===== src/rtl/mul_sched_pkg.sv =====
// Shared definitions for the shared-multiplier scheduler: FSM state encoding,
// default operand width and an index-width helper.
package mul_sched_pkg;

  localparam int W_DEFAULT = 16;

  typedef enum logic [2:0] {
    ST_IDLE = 3'd0,
    ST_LDA  = 3'd1,
    ST_LDB  = 3'd2,
    ST_ACC  = 3'd3,
    ST_DONE = 3'd4
  } state_e;

  function automatic int idx_width(input int n);
    return (n > 1) ? $clog2(n) : 1;
  endfunction

endpackage


===== src/rtl/mul_share_sched_if.sv =====
// Requester, result and datapath-control bundle of the multiply scheduler.
// master = scheduler side, slave = requesters plus shift/add datapath.
interface mul_share_sched_if #(
  parameter int NREQ = 2,
  parameter int W    = mul_sched_pkg::W_DEFAULT
);
  logic [NREQ-1:0]   req;
  logic [NREQ*W-1:0] a_in;
  logic [NREQ*W-1:0] b_in;
  logic [NREQ-1:0]   gnt;
  logic [2*W-1:0]    res;
  logic              busy;
  logic [W-1:0]      dp_a;
  logic [W-1:0]      dp_b;
  logic              LdA;
  logic              LdB;
  logic              LdP;
  logic              clrP;
  logic              decB;
  logic              eqz;
  logic [2*W-1:0]    dp_p;

  modport master (
    input  req, a_in, b_in, eqz, dp_p,
    output gnt, res, busy, dp_a, dp_b, LdA, LdB, LdP, clrP, decB
  );

  modport slave (
    output req, a_in, b_in, eqz, dp_p,
    input  gnt, res, busy, dp_a, dp_b, LdA, LdB, LdP, clrP, decB
  );
endinterface


===== src/rtl/rr_arbiter.sv =====
// Round-robin arbiter: one-hot pick of the first request at or after the
// priority pointer; pointer moves past the served index on adv_i.
module rr_arbiter
  import mul_sched_pkg::*;
#(
  parameter int NREQ = 2,
  localparam int IW  = idx_width(NREQ)
) (
  input  logic            clk,
  input  logic            rst_n,
  input  logic [NREQ-1:0] req_i,
  input  logic            adv_i,
  input  logic [IW-1:0]   adv_idx_i,
  output logic [NREQ-1:0] gnt_o
);

  logic [IW-1:0] ptr_q, ptr_d;
  logic          found_s;
  int            pos_s;

  always_comb begin
    ptr_d = ptr_q;
    if (adv_i) begin
      ptr_d = (adv_idx_i == IW'(NREQ - 1)) ? '0 : adv_idx_i + IW'(1);
    end else begin
      ptr_d = ptr_q;
    end
  end

  always_ff @(posedge clk or negedge rst_n) begin
    if (!rst_n) begin
      ptr_q <= '0;
    end else begin
      ptr_q <= ptr_d;
    end
  end

  // Scan requesters starting at the pointer, wrapping modulo NREQ.
  always_comb begin
    gnt_o   = '0;
    found_s = 1'b0;
    pos_s   = 0;
    for (int i = 0; i < NREQ; i++) begin
      pos_s = (int'(ptr_q) + i >= NREQ) ? int'(ptr_q) + i - NREQ : int'(ptr_q) + i;
      if (!found_s && req_i[pos_s]) begin
        gnt_o[pos_s] = 1'b1;
        found_s      = 1'b1;
      end else begin
        found_s = found_s;
      end
    end
  end

endmodule


===== src/rtl/mul_share_sched.sv =====
// Schedules NREQ requesters onto one shift/add multiplier datapath.
// Optional MUL_SHARE_SCHED_SWAP_EN: smaller operand becomes the loop count.
module mul_share_sched
  import mul_sched_pkg::*;
#(
  parameter int NREQ = 2,
  parameter int W    = W_DEFAULT
) (
  input  logic              clk,
  input  logic              rst_n,
  mul_share_sched_if.master bus
);

  localparam int IW = idx_width(NREQ);

  state_e          state_q, state_d;
  logic [IW-1:0]   idx_q, idx_d, win_idx_s;
  logic [NREQ-1:0] win_s, gnt_q, gnt_d;
  logic [W-1:0]    a_q, a_d, b_q, b_d, rem_q, rem_d, a_sel_s, b_sel_s;
  logic [W-1:0]    dp_a_q, dp_a_d, dp_b_q, dp_b_d;
  logic [2*W-1:0]  res_q, res_d;
  logic            lda_q, lda_d, ldb_q, ldb_d, ldp_q, ldp_d, busy_q, busy_d;
  logic            adv_s;

  assign adv_s = (state_q == ST_DONE);

  rr_arbiter #(.NREQ(NREQ)) u_arb (
    .clk       (clk),
    .rst_n     (rst_n),
    .req_i     (bus.req),
    .adv_i     (adv_s),
    .adv_idx_i (idx_q),
    .gnt_o     (win_s)
  );

  always_comb begin
    win_idx_s = '0;
    for (int i = 0; i < NREQ; i++) begin
      win_idx_s = win_s[i] ? IW'(i) : win_idx_s;
    end
  end

  assign a_sel_s = bus.a_in[win_idx_s*W +: W];
  assign b_sel_s = bus.b_in[win_idx_s*W +: W];

  // rem_q shadows the datapath B count so LdP/decB can come straight from flops.
  always_comb begin
    state_d = state_q;
    idx_d   = idx_q;
    a_d     = a_q;
    b_d     = b_q;
    rem_d   = rem_q;
    case (state_q)
      ST_IDLE: begin
        if (|bus.req) begin
          state_d = ST_LDA;
          idx_d   = win_idx_s;
`ifdef MUL_SHARE_SCHED_SWAP_EN
          if (b_sel_s > a_sel_s) begin
            a_d = b_sel_s;
            b_d = a_sel_s;
          end else begin
            a_d = a_sel_s;
            b_d = b_sel_s;
          end
`else
          a_d = a_sel_s;
          b_d = b_sel_s;
`endif
        end else begin
          state_d = ST_IDLE;
        end
      end
      ST_LDA:  state_d = ST_LDB;
      ST_LDB: begin
        state_d = ST_ACC;
        rem_d   = b_q;
      end
      ST_ACC: begin
        state_d = bus.eqz ? ST_DONE : ST_ACC;
        rem_d   = ldp_q ? rem_q - W'(1) : rem_q;
      end
      ST_DONE: state_d = ST_IDLE;
      default: state_d = ST_IDLE;
    endcase

    lda_d  = (state_d == ST_LDA);
    ldb_d  = (state_d == ST_LDB);
    ldp_d  = (state_d == ST_ACC) && (rem_d != '0);
    busy_d = (state_d != ST_IDLE);
    dp_a_d = lda_d ? a_d : '0;
    dp_b_d = ldb_d ? b_d : '0;
    res_d  = (state_d == ST_DONE) ? bus.dp_p : '0;
    gnt_d  = (state_d == ST_DONE) ? ({{(NREQ-1){1'b0}}, 1'b1} << idx_q) : '0;
  end

  always_ff @(posedge clk or negedge rst_n) begin
    if (!rst_n) begin
      state_q <= ST_IDLE;
      idx_q   <= '0;
      a_q     <= '0;
      b_q     <= '0;
      rem_q   <= '0;
      lda_q   <= 1'b0;
      ldb_q   <= 1'b0;
      ldp_q   <= 1'b0;
      busy_q  <= 1'b0;
      dp_a_q  <= '0;
      dp_b_q  <= '0;
      res_q   <= '0;
      gnt_q   <= '0;
    end else begin
      state_q <= state_d;
      idx_q   <= idx_d;
      a_q     <= a_d;
      b_q     <= b_d;
      rem_q   <= rem_d;
      lda_q   <= lda_d;
      ldb_q   <= ldb_d;
      ldp_q   <= ldp_d;
      busy_q  <= busy_d;
      dp_a_q  <= dp_a_d;
      dp_b_q  <= dp_b_d;
      res_q   <= res_d;
      gnt_q   <= gnt_d;
    end
  end

  assign bus.LdA  = lda_q;
  assign bus.LdB  = ldb_q;
  assign bus.clrP = ldb_q;
  assign bus.LdP  = ldp_q;
  assign bus.decB = ldp_q;
  assign bus.busy = busy_q;
  assign bus.dp_a = dp_a_q;
  assign bus.dp_b = dp_b_q;
  assign bus.res  = res_q;
  assign bus.gnt  = gnt_q;

endmodule

===== src/flat_wrapper.sv =====
// flat-port wrapper written by rule: the top's interface ports become plain ports
module mul_share_sched_flat import mul_sched_pkg::*;
#(
  parameter int NREQ = 2,
  parameter int W    = W_DEFAULT
)
  (clk, rst_n, bus_req, bus_a_in, bus_b_in, bus_eqz, bus_dp_p, bus_gnt, bus_res, bus_busy, bus_dp_a, bus_dp_b, bus_LdA, bus_LdB, bus_LdP, bus_clrP, bus_decB);
  mul_share_sched_if #(.NREQ(NREQ), .W(W)) bus_i ();
  input  logic clk;
  input  logic rst_n;
  input wire logic [$bits(bus_i.req)-1:0] bus_req;
  input wire logic [$bits(bus_i.a_in)-1:0] bus_a_in;
  input wire logic [$bits(bus_i.b_in)-1:0] bus_b_in;
  input wire logic [$bits(bus_i.eqz)-1:0] bus_eqz;
  input wire logic [$bits(bus_i.dp_p)-1:0] bus_dp_p;
  output wire logic [$bits(bus_i.gnt)-1:0] bus_gnt;
  output wire logic [$bits(bus_i.res)-1:0] bus_res;
  output wire logic [$bits(bus_i.busy)-1:0] bus_busy;
  output wire logic [$bits(bus_i.dp_a)-1:0] bus_dp_a;
  output wire logic [$bits(bus_i.dp_b)-1:0] bus_dp_b;
  output wire logic [$bits(bus_i.LdA)-1:0] bus_LdA;
  output wire logic [$bits(bus_i.LdB)-1:0] bus_LdB;
  output wire logic [$bits(bus_i.LdP)-1:0] bus_LdP;
  output wire logic [$bits(bus_i.clrP)-1:0] bus_clrP;
  output wire logic [$bits(bus_i.decB)-1:0] bus_decB;
  assign bus_i.req = bus_req;
  assign bus_i.a_in = bus_a_in;
  assign bus_i.b_in = bus_b_in;
  assign bus_i.eqz = bus_eqz;
  assign bus_i.dp_p = bus_dp_p;
  assign bus_gnt = bus_i.gnt;
  assign bus_res = bus_i.res;
  assign bus_busy = bus_i.busy;
  assign bus_dp_a = bus_i.dp_a;
  assign bus_dp_b = bus_i.dp_b;
  assign bus_LdA = bus_i.LdA;
  assign bus_LdB = bus_i.LdB;
  assign bus_LdP = bus_i.LdP;
  assign bus_clrP = bus_i.clrP;
  assign bus_decB = bus_i.decB;
  mul_share_sched #(.NREQ(NREQ), .W(W)) u_core (.clk(clk), .rst_n(rst_n), .bus(bus_i));
endmodule

===== config.mk =====
export PLATFORM = sky130hd
export DESIGN_NAME = mul_share_sched_flat
export DESIGN_NICKNAME = d
export VERILOG_FILES = /design/src/rtl/mul_sched_pkg.sv /design/src/rtl/mul_share_sched_if.sv /design/src/rtl/rr_arbiter.sv /design/src/rtl/mul_share_sched.sv /design/src/flat_wrapper.sv
export SDC_FILE = /design/constraint.sdc
export NUM_CORES = 1
export LEC_CHECK = 0
export BUFFER_PORTS_ARGS = -buffer_cell sky130_fd_sc_hd__buf_2
export CORE_MARGIN = 2
export CORE_UTILIZATION = 25
export DETAILED_ROUTE_END_ITERATION = 16
export GPL_TIMING_DRIVEN = 1
export SETUP_SLACK_MARGIN = 0.4
export SLEW_MARGIN = 20
export SYNTH_ARGS = -nofsm -noshare
export SYNTH_HDL_FRONTEND = slang
export SYNTH_SLANG_ARGS = --single-unit

===== constraint.sdc =====
create_clock -name clk -period 2.6 [get_ports clk]
set_input_delay 0 -clock clk [delete_from_list [all_inputs] [get_ports clk]]
set_output_delay 0 -clock clk [all_outputs]
set_load 0.02 [all_outputs]

==> results_dict.tcl, run 1 <==
set metrics [dict create \
    rsz0062_at_grt "true" \
    path_class "reg2reg" \
    setup_violations 0 \
    p_clk_share_pct 20.3 \
    synthArstFlopShare_pct 100 \
    overflow 0 \
    p_leak_nw 3.59 \
    seq_area_frac_synth_pct 58.9 \
    drtPass1Iterations 4 \
    cp_data_required_time_ps 2830 \
    layout_min_cycle_time_ps 2200 \
    grt_max_degree 80 \
    core_region_area_um2 17900 \
    yosys.area_share.adder_pct 0.275 \
    fin_setup_tns_ps 0 \
    wl_per_cell_um 15.0 \
    p_seq_share_pct 37.5 \
    synthCells 408 \
    io_buffers 172 \
    path_clk_slew_ps 70 \
    power.density_nw_per_um2 979 \
    slew_viol_final 0 \
    vias 4029 \
    cts_root_buf "clkbuf_16" \
    synthTopCellsByArea "dfrtp_1 59%, mux2i_1 7.7%, and2_1 6.9%" \
    worstHoldStart "bus_b_in[20]" \
    cts_htree_levels 3 \
    synthTopCellsByCount "107 x dfrtp_1, 50 x and2_1, 35 x mux2i_1, 31 x nand2_1, 26 x nor2_1" \
    clk_latency_ps 350 \
    ys_types 47 \
    synth-compound-area-share_pct 8.07 \
    start_util_pct 25.4 \
    cts_buffer_depth 2 \
    fmaxAchievable_mhz 455 \
    final.period_utilization_pct 84.5 \
    end_kind "register" \
    worstPathArrival_ps 2430 \
    switching_share_pct 38.9 \
    synth-main-ff-cell "dfrtp_1" \
    area_growth_syn_to_layout_pct 51.8 \
    ys_ff_latch 107 \
    yosysTopAreaCellShare_pct 58.9 \
    place.gp.congestion 0.874 \
    yosys.area_share.simple_pct 21.8 \
    finalInstanceArea_um2 6900 \
    min_path_type "in2reg" \
    cts_tree "yes" \
    vdd_ir_drop_max_v 0.000374 \
    yosys_warnings 0 \
    status "completed" \
    tightest_slew_ps 594 \
    synthMuxAreaShare_pct 7.96 \
    syn_avg_cell_area_um2 11.1 \
    startpoint "u_core.rem_q[0]" \
    cts-buffers-inserted 9 \
    startpoint_type "register" \
    synth_xor_xnor_area_share_pct 0 \
    synth-edff-count 0 \
    finalHoldViolations 0 \
    pwr-share-comb_pct 42.2 \
    internal_power_mw 4.12 \
    synth_top_family_by_area "simple AND/OR/NAND/NOR gates" \
    nets 765 \
    synth_top_cell_by_area "dfrtp_1" \
    routed_via_density 4.49 \
    post-synth-top-count-cell "dfrtp_1" \
    first_global_vias 4196 \
    antenna_found_initial 0 \
    fin_skew_ps 10.0 \
    dp_hpwl_um 8920 \
    drc 0 \
    detail-route-antenna-nets 0 \
    die_w_um 139 \
    tritoncts_num_sinks 107 \
    r2r_start "u_core.rem_q[0]" \
    fillCellCount 1795 \
    slew_headroom_pct 59.9 \
    cap_violations 0 \
    drtIter0Drc 112 \
    antenna_cells 0 \
    synth_area_um2 4540 \
    die-area_um2 19300 \
    post_dp_cell_area_um2 5780 \
    synth_nets 510 \
    crit_fanout 4 \
    grt_pass1_wl_um 21500 \
    die_h_um 139 \
    drive_gt1_share_pct 34.7 \
    power_switching_mw 2.63 \
    io_pins 173 \
    rows 49 \
    wl_um 13500 \
    grtUsageTotal_pct 14.1 \
]
-- stage by stage --
step | hold WS (ps) | cells | util, % | worst slack, ps | power (mW)
floorplan | -296 | 408 | - | 403 | 4.19
global placement | -46.8 | 803 | 32.3 | 271 | 5.16
detailed placement | -48.0 | 803 | 32.3 | 230 | 5.17
CTS | 3.26 | 897 | 38.4 | 404 | 6.78
global route | 33.8 | 897 | 38.5 | 294 | 7.17
finish | 6.50 | 897 | 38.5 | 403 | 6.75
-- critical path: stages, from the launching register on --
cell and delay, ps:
dfrtp_1 410, or4b_4 600, nand3_2 110, nand3_2 90
or4_1 510, nor4_1 260, a21oi_1 100
-- path summary, 6_finish.rpt --
| path | depth (start not counted) | slack, ps | to |
|---|---|---|---|
| max reg2reg | 6 | 400 | u_core.bus.LdP |
| min in group asynchronous | 2 | 110 | u_core.rem_q[10] |
| min reg2reg | 1 | 500 | u_core.bus.gnt[0] |
| min | 3 | 6 | u_core.b_q[4] |
| max | 6 | 400 | u_core.bus.LdP |
| max in group asynchronous | 3 | 1730 | u_core.bus.res[22] |
-- repair_timing --
| item | CTS | global route |
|---|---|---|
| hold buffers | 74 | 0 |
| resized for setup | 8 | 4 |
| endpoints found under the hold margin | 82 | 0 |
| pin swaps | 2 | 0 |
| endpoints found under the setup margin | 1 | 18 |
| setup buffers | 4 | 0 |
-- cells in the final DEF, fill, tap and decap left out, types with 4 or more instances in the layout --
cell type | synthesis | layout
mux2i_1 | 35 | 35
nor4_1 | 5 | 4
o21ai_0 | 24 | 24
a21oi_1 | 12 | 12
nand3_1 | 7 | 7
buf_2 | 2 | 171
nand4_1 | 5 | 5
buf_4 | 2 | 21
nor4bb_1 | 6 | 5
clkbuf_16 | 0 | 9
inv_1 | 9 | 9
dfrtp_1 | 107 | 105
nor3_1 | 4 | 4
nor2_1 | 26 | 25
o211ai_1 | 4 | 4
o22ai_1 | 4 | 4
and2_1 | 50 | 50
nor3b_1 | 5 | 4
nand2_1 | 31 | 30
dlygate4sd3_1 | 0 | 74
-- kinds of logic after synthesis --
family / count (synthesis)
AO/OA/AOI/OAI: 60
adder cells (fa/ha/maj): 1
buffers and inverters: 34
flip-flops: 107
multiplexers: 36
AND/OR/NAND/NOR: 170
-- final cells by class --
class,count,area [µm²],area share (%)
Clock buffer,10,229,3.32
Tap cell,229,287,4.15
Inverter,9,33.8,0.490
Timing Repair Buffer,269,1810,26.2
Sequential cell,107,2680,38.9
Multi-Input combinational cell,267,1800,26.1
Clock inverter,6,65.1,0.943
-- state kept, by name, indices dropped and copies added (netlist names) --
register            count
u_core.bus.res         32
u_core.bus.LdB          1
u_core.bus.LdA          1
u_core.bus.dp_a        16
u_core.state_q          3
u_core.rem_q           16
u_core.bus.gnt          2
u_core.bus.dp_b        16
u_core.bus.busy         1
u_core.bus.LdP          1
u_core.b_q             16
u_core.idx_q            1
u_core.u_arb.ptr_q      1
-- metal layers --
metal | routed length [µm] | track usage [%] | vias up
met5 | 0 | 0 | -
met4 | 465 | 7.55 | 0
met3 | 691 | 2.49 | 34
met2 | 6760 | 23.9 | 131
met1 | 5560 | 17.0 | 1941
li1 | - | - | 1923
-- power by group through the flow --
stage               Combinational (mW)  Clock (mW)  Sequential, mW
floorplan                         1.47           0            2.73
global placement                  2.61           0            2.55
detailed placement                2.61           0            2.56
CTS                               2.83        1.42            2.52
global route                      3.10        1.48            2.59
finish                            2.85        1.37            2.53
(Power assumes the default switching activity.)
==> run 2, diff against run 1 <==
Clock period 2.6 ns to 2.2 ns, I/O delays scaled along.
==> results_dict.tcl, run 2 (synthesized netlist as in run 1, its figures left out) <==
set metrics [dict create \
    antenna_cells 0 \
    crit_buf_inv 0 \
    io_buffers 172 \
    violations "hold timing" \
    cp_data_required_time_ps 2440 \
    pwr-share-comb_pct 44.3 \
    power.density_nw_per_um2 1170 \
    end_kind "register" \
    first_global_vias 4421 \
    die-area_um2 19300 \
    setup_violations 0 \
    cts-buffers-inserted 9 \
    drc 0 \
    tritoncts_num_sinks 107 \
    startpoint_type "register" \
    die_w_um 139 \
    clk_latency_ps 360 \
    start_util_pct 25.4 \
    rows 49 \
    cts_buffer_depth 2 \
    path_cells "or4b_4 -> o311ai_2 -> nand3_1 -> or2_4 -> nor4_2 -> a21oi_1" \
    cts_tree "yes" \
    slew_headroom_pct 68.3 \
    wl_um 14300 \
    nets 803 \
    pre_cts_ws_ps -46.3 \
    fmaxAchievable_mhz 477 \
    mostFrequentLayoutCells "171 x buf_2, 105 x dfrtp_1, 89 x dlygate4sd3_1" \
    drtIter0Drc 139 \
    detail-route-antenna-nets 0 \
    fin_skew_ps 9.59 \
    fillCellCount 1704 \
    worstPathArrival_ps 2340 \
    layout_min_cycle_time_ps 2100 \
    p_clk_share_pct 21.2 \
    cts_root_buf "clkbuf_16" \
    overflow 0 \
    path_class "reg2reg" \
    path_clk_slew_ps 80 \
    p_seq_share_pct 34.5 \
    wl_per_cell_um 15.3 \
    layout_commonest_cell "buf_2" \
    crit_slowest_cell "or4b_4" \
    final.period_utilization_pct 95.3 \
    cts_htree_levels 3 \
    io_pins 173 \
    grt_max_degree 57 \
    fin_setup_tns_ps 0 \
    drtPass1Iterations 5 \
    die_h_um 139 \
    worst_hold_slack_ps -1.11 \
    rsz0062_at_grt "true" \
    drive_gt1_share_pct 37.3 \
    grt_pass1_wl_um 22900 \
    vdd_ir_drop_max_v 0.000521 \
    area_growth_syn_to_layout_pct 61.0 \
    place.gp.congestion 0.874 \
    vias 4167 \
    largest_reg_flops 32 \
    cap_violations 0 \
    cp_slowest_stage_delay_ps 600 \
    tightest_slew_ps 468 \
    grtUsageTotal_pct 15.2 \
    dp_hpwl_um 9280 \
    core_region_area_um2 17900 \
    finalHoldViolations 1 \
    cp_top_family "simple AND/OR/NAND/NOR gates" \
    internal_power_mw 5.29 \
    power_switching_mw 3.30 \
    routed_via_density 4.46 \
    min_path_type "in2reg" \
    slew_viol_final 0 \
    final.setup.worst_slack_ps 103 \
    p_leak_nw 3.80 \
    switching_share_pct 38.5 \
    crit_fanout 4 \
    antenna_found_initial 0 \
    status "complete, but fails checks" \
]
[run 2: cell types whose count changed in the layout (fill, tap and decap cells not counted), moves of 2 or more]
| cell | previous run | this run |
|---|---|---|
| clkinv_2 | 2 | 0 |
| nand2_1 | 30 | 28 |
| nand2_2 | 0 | 3 |
| dlygate4sd3_1 | 74 | 89 |
| or4_1 | 3 | 1 |
| or4_4 | 0 | 2 |
| buf_4 | 21 | 44 |
[run 2: power groups by stage]
stage                     Sequential [mW]  Clock [mW]  Combinational, mW
after floorplan                      3.23           0               1.75
after global placement               2.97           0               3.38
after detailed placement             2.98           0               3.38
after CTS                            2.96        1.88               3.69
after global routing                 3.03        1.95               4.15
final                                2.96        1.82               3.80
[run 2: metal layers]
metal,share of wire (%),up-vias,global-route usage (%)
met3,5.0,31,4.35
met1,41,2008,17.9
li1,-,1994,-
met5,0,-,0
met2,51,134,25.6
met4,3.1,0,7.18
[run 2: worst paths after layout]
check,from,endpoint,slack [ps],cells past startpoint
worst max-delay path,u_core.rem_q[0],u_core.bus.LdP,100,6
worst min-delay path,bus_b_in[9],u_core.b_q[9],-1,3
worst max register to register,u_core.rem_q[0],u_core.bus.LdP,100,6
worst min register to register,u_core.b_q[9],u_core.b_q[9],520,2
max in group asynchronous,rst_n,u_core.b_q[3],1450,3
min in group asynchronous,rst_n,u_core.b_q[5],90,2
[run 2: worst min-delay path, cell delays in order]
cell	delay, ps
buf_2	80
mux2i_1	50
o21ai_0	180
[run 2: timing repair]
item                                   4_1_cts  5_1_grt
endpoints found under the hold margin      169        0
setup buffers                                6        4
hold buffers                                89        0
pin swaps                                    8        4
setup endpoints to repair                    5       10
resized for setup                           14        4
[run 2: cell type report]
cell class | instances | area [µm²] | share of cell area (%)
Timing Repair Buffer | 307 | 2140 | 29.2
Tap cell | 229 | 287 | 3.92
Clock buffer | 10 | 239 | 3.27
Clock inverter | 6 | 96.3 | 1.32
Sequential cell | 107 | 2680 | 36.6
Inverter | 9 | 33.8 | 0.462
Multi-Input combinational cell | 267 | 1840 | 25.2
[run 2: per-stage QoR]
step | instances | util [%] | hold WS [ps] | area [µm²] | power [mW]
2_1_floorplan | 408 | - | -296 | 4560 | 4.98
3_3_place_gp | 820 | 33.1 | -65.7 | 5930 | 6.35
3_5_place_dp | 820 | 33.1 | -66.5 | 5930 | 6.36
4_1_cts | 931 | 40.6 | 1.33 | 7270 | 8.53
5_1_grt | 935 | 40.9 | 16.8 | 7320 | 9.13
6_report | 935 | 40.9 | -1.11 | 7320 | 8.59
